<file path="src/rtl/ctrl_pkg.sv">
// ctrl_pkg: shared types and widths for controlador_codificador; CTRL_PARITY_EN adds an even-parity frame bit
package ctrl_pkg;
  typedef enum logic [1:0] {IDLE, ISSUE, WAIT, SHIFT} state_t;
  localparam int CODE_W = 5;
`ifdef CTRL_PARITY_EN
  localparam int FRAME_W = CODE_W + 1;
`else
  localparam int FRAME_W = CODE_W;
`endif
  localparam int CNT_W = 3;
endpackage

</file>
<file path="src/rtl/controlador_codificador_rr_arbiter2.sv">
// rr_arbiter2: two-port round-robin grant, favouring the port not granted last
module rr_arbiter2 (
  input  logic [1:0] req,
  input  logic       last,
  output logic [1:0] gnt
);
  assign gnt = {req[1] & (~req[0] | ~last), req[0] & (~req[1] | last)};
endmodule

</file>
<file path="src/rtl/controlador_codificador.sv">
// controlador_codificador: arbitrates two nibble requesters onto the shared encoder and serialises its code (CTRL_PARITY_EN adds parity)
module controlador_codificador
  import ctrl_pkg::*;
#(
  parameter int ENC_LAT = 1
) (
  input  logic       clk,
  input  logic       reset,
  input  logic       req0,
  input  logic [3:0] nib0,
  output logic       ack0,
  input  logic       req1,
  input  logic [3:0] nib1,
  output logic       ack1,
  output logic       a,
  output logic       b,
  output logic       c,
  output logic       d,
  output logic       ready,
  input  logic       m1,
  input  logic       m2,
  input  logic       m3,
  input  logic       m4,
  input  logic       m5,
  output logic       tx_bit,
  output logic       tx_valid,
  output logic       tx_src,
  output logic       busy
);
  state_t             state;
  logic               last;
  logic               src;
  logic [3:0]         nib_q;
  logic [FRAME_W-1:0] sr;
  logic [FRAME_W-1:0] frame;
  logic [CNT_W-1:0]   cnt;
  logic [1:0]         gnt;
  rr_arbiter2 u_arb (
    .req ({req1, req0}),
    .last(last),
    .gnt (gnt)
  );
`ifdef CTRL_PARITY_EN
  assign frame = {m1, m2, m3, m4, m5, m1 ^ m2 ^ m3 ^ m4 ^ m5};
`else
  assign frame = {m1, m2, m3, m4, m5};
`endif
  always_ff @(posedge clk) begin
    if (reset) begin
      state <= IDLE;
      last  <= 1'b1;
      src   <= 1'b0;
      nib_q <= 4'd0;
      sr    <= '0;
      cnt   <= '0;
    end else begin
      case (state)
        IDLE: if (|gnt) begin
          state <= ISSUE;
          src   <= gnt[1];
          last  <= gnt[1];
          nib_q <= gnt[1] ? nib1 : nib0;
        end
        ISSUE: begin
          state <= WAIT;
          cnt   <= '0;
        end
        WAIT: if (cnt == CNT_W'(ENC_LAT - 1)) begin
          state <= SHIFT;
          sr    <= frame;
          cnt   <= '0;
        end else cnt <= cnt + 1'b1;
        SHIFT: begin
          sr  <= sr << 1;
          cnt <= cnt + 1'b1;
          if (cnt == CNT_W'(FRAME_W - 1)) state <= IDLE;
        end
        default: state <= IDLE;
      endcase
    end
  end
  assign ready        = state == ISSUE;
  assign ack0         = ready & ~src;
  assign ack1         = ready & src;
  assign {a, b, c, d} = (state == ISSUE || state == WAIT) ? nib_q : 4'd0;
  assign tx_valid     = state == SHIFT;
  assign tx_bit       = sr[FRAME_W-1];
  assign tx_src       = src;
  assign busy         = state != IDLE;
endmodule

</file>
<file path="config.mk">
export PLATFORM = sky130hd
export DESIGN_NAME = controlador_codificador
export DESIGN_NICKNAME = d
export VERILOG_FILES = /design/src/rtl/ctrl_pkg.sv /design/src/rtl/controlador_codificador_rr_arbiter2.sv /design/src/rtl/controlador_codificador.sv
export SDC_FILE = /design/constraint.sdc
export NUM_CORES = 1
export LEC_CHECK = 0
export BUFFER_PORTS_ARGS = -buffer_cell sky130_fd_sc_hd__clkbuf_2
export CAP_MARGIN = 20
export CORE_UTILIZATION = 38
export DETAILED_ROUTE_END_ITERATION = 7
export SETUP_SLACK_MARGIN = 0.2
export SLEW_MARGIN = 20
export SYNTH_ARGS = -nofsm -noshare
export SYNTH_HDL_FRONTEND = slang
export SYNTH_HIERARCHICAL = 1
export SYNTH_SLANG_ARGS = --single-unit
</file>
<file path="constraint.sdc">
create_clock -name clk -period 1.6 [get_ports clk]
set_input_delay 0.16 -clock clk [delete_from_list [all_inputs] [get_ports clk]]
set_output_delay 0.16 -clock clk [all_outputs]
set_load 0.02 [all_outputs]
</file>
==> flow_summary.yaml <==
run_status:
  status: "finished clean"
timing:
  hold_viol_final: 0
  skew_ps: 4.157
  worst_slack_ps: 160.9
  rsz0062_at_grt: "yes"
  fin_crit_ps: 1439
  setup_violations: 0
  slew_violations: 0
  max_slew.worst_pin.slew_ps: 325.7
  max_slew_margin_pct: 78.28
  fin_setup_tns_ps: 0
  fmax_ghz: 0.6949
  finalCritPeriodShare_pct: 89.94
  whs_ps: 170.0
global_routing:
  grt_start_max_net_pins: 16
  grt_pass1_wl_um: 3353
  grt_overflow: 0
  track_usage_pct: 17.40
  grt_pass1_vias: 797
  antenna_found_initial: 0
synth:
  synth_edf_count: 0
  ys_seq_elements: 16
  synth_nets: 123
  synth_ff_type: "dfxtp_1"
  async_flop_share_pct: 0
  yosysUniqueCellTypes: 32
  yosys_warnings: 6
  syn_inst: 99
  syn-cell-area_um2: 918.4
  synth.avg_cell_area_um2: 9.277
  seq_area_frac_synth_pct: 34.88
power_and_ir_drop:
  p_leak_nw: 0.5452
  vdd_drop_max_mv: 0.9324
  cellPowerDensity_mw_per_mm2: 1884
cells_and_area:
  drive_gt1_share_pct: 44.62
  final_util_pct: 56.16
  final_common_cell: "clkbuf_2"
  antenna_cells: 0
  mostFrequentLayoutCells: "clkbuf_2, dfxtp_1, nor3_1"
  nNetsFinal: 155
  area_delta_synth_final_pct: 37.87
  fillCellCount: 223
min_path:
  hold_depth: 4
  holdPathEnd: "sr[0]$_SDFFE_PP0P_"
  hp-start: "m5"
  hold_class: "primary input to flop"
critical_path:
  critPathLaunchType: "flop"
  slowest_stage: "dfxtp_4"
  crit_path_end_kind: "primary output"
  rr_endpoint: "sr[2]$_SDFFE_PP0P_"
  critical_path_arrival_ps: 1280
  critical_path_class: "flop to primary output"
  worstReg2RegStart: "state[1]$_SDFFE_PP0P_"
  ff2ff_setup_slack_ps: 230
  path_cells: "inv_4, ha_4, and2_4, buf_8"
  crit_fanout: 5
  ff2ff_path_depth: 5
  cp_data_required_time_ps: 1440
  slowest_delay_ps: 390
clock_network:
  clk_path_buf_depth: 2
  htreeDepth: 1
  cts_tree: "built"
  clk_pin_slew_worst_paths_ps: 100
  clock_sinks: 16
  cts-hold-fix-buffers: 0
  root_buffer: "clkbuf_4"
  clock_latency_ps: 290
  cts-buffers-inserted: 3
drt:
  first_pass_iters: 3
  initialDrtViolationCount: 6
  routed_wl_um: 2080
  via_per_inst: 5.196
  num_vias: 821
  remaining_drc_errors: 0
  ant_nets: 0
  wl_per_cell_um: 13.16
floorplan:
  ios: 28
  core-area_mm2: 0.002255
  dieWidth_um: 51.16
  rows: 17
  dieHeight_um: 51.16
  start_util_pct: 40.73
  dieArea_mm2: 0.002617
flow_run:
  cap_violations: 0
place:
  place.gp.congestion: 0.7305
  pre_cts_ws_ps: 75.56
  dp_hpwl_um: 1414
  numPortBuffers: 27
-- critical path, delay by kind of cell (launching register included) --
| family | cells | cell delay (ps) |
|---|---|---|
| AND/OR/NAND/NOR | 1 | 150 |
| buffers and inverters | 2 | 150 |
| adder cells (fa/ha/maj) | 1 | 290 |
| flip-flops | 1 | 390 |
-- Yosys cell counts, drive strengths merged, types with 3 or more instances --
cell type  instances  area share, %
nor3              11            6.0
a211oi             5            4.6
mux2i              6            6.5
dfxtp             16             35
a21boi             3            2.5
and2               5            3.4
a221oi             5            5.4
nor2               6            2.5
nor2b              6            4.1
inv                7            2.9
nand2              4            1.6
ha                 7            9.5
-- metal layers --
metal	up-vias	wire length [µm]	global-route usage (%)
met2	22	1042	31.36
li1	417	-	-
met3	2	92	4.464
met5	-	0	0
met1	380	934	19.17
met4	0	10	6.944
-- worst max-delay path by stage --
| stage | cells after the start | startpoint | slack, ps | end |
|---|---|---|---|---|
| floorplan | 5 | state[0]$_SDFFE_PP0P_ | 210 | sr[2]$_SDFFE_PP0P_ |
| global placement | 5 | state[0]$_SDFFE_PP0P_ | 140 | sr[4]$_SDFFE_PP0P_ |
| detailed placement | 5 | state[0]$_SDFFE_PP0P_ | 80 | sr[1]$_SDFFE_PP0P_ |
| CTS | 4 | state[0]$_SDFFE_PP0P_ | 130 | b |
| global route | 5 | state[1]$_SDFFE_PP0P_ | 110 | sr[2]$_SDFFE_PP0P_ |
| finish | 4 | state[1]$_SDFFE_PP0P_ | 160 | b |
-- per-stage QoR --
stage / instances / power, mW / cell area (µm²)
after global routing: 158 / 2.563 / 1266
after global placement: 153 / 1.710 / 1087
after detailed placement: 153 / 1.738 / 1087
after CTS: 157 / 2.206 / 1196
final: 158 / 2.386 / 1266
after floorplan: 99 / 1.467 / 918.4
-- flip-flops by register name, indices dropped and copies added (netlist names) --
signal,cells
state,2
sr,5
last,1
cnt,3
tx_src,1
nib_q,4
-- what timing repair did --
item / in CTS / in global routing
endpoints found under the setup margin: 12 / 13
gates resized for setup: 22 / 17
pin swaps: 3 / 1
buffers inserted: 0 / 1
-- cells by family after synthesis --
logic type	count (synthesis)	synth area share (%)
and+or+nand+nor	39	24.11
AOI/OAI and AO/OA	19	18.39
DFF	16	34.88
buffers and inverters	10	4.632
adders and majority gates	7	9.536
muxes	6	6.540
xor gates and xnor gates	2	1.908
-- report_power, final --
| part | total, mW | switching, mW | internal (mW) | leakage, nW |
|---|---|---|---|---|
| logic | 1.44 | 0.744 | 0.700 | 0.392 |
| registers | 0.662 | 0.114 | 0.549 | 0.133 |
| clock network | 0.280 | 0.141 | 0.139 | 0.0210 |
| total | 2.39 | 0.999 | 1.39 | 0.545 |
-- area by class of cell --
cell class / count / area, µm² / area share, %
Clock buffer: 4 / 36.28 / 2.866
Inverter: 7 / 31.28 / 2.470
Multi-Input combinational cell: 73 / 635.6 / 50.20
Sequential cell: 16 / 327.8 / 25.89
Tap cell: 28 / 35.03 / 2.767
Timing Repair Buffer: 30 / 200.2 / 15.81
Note: power is estimated with default switching activity, not from simulation.
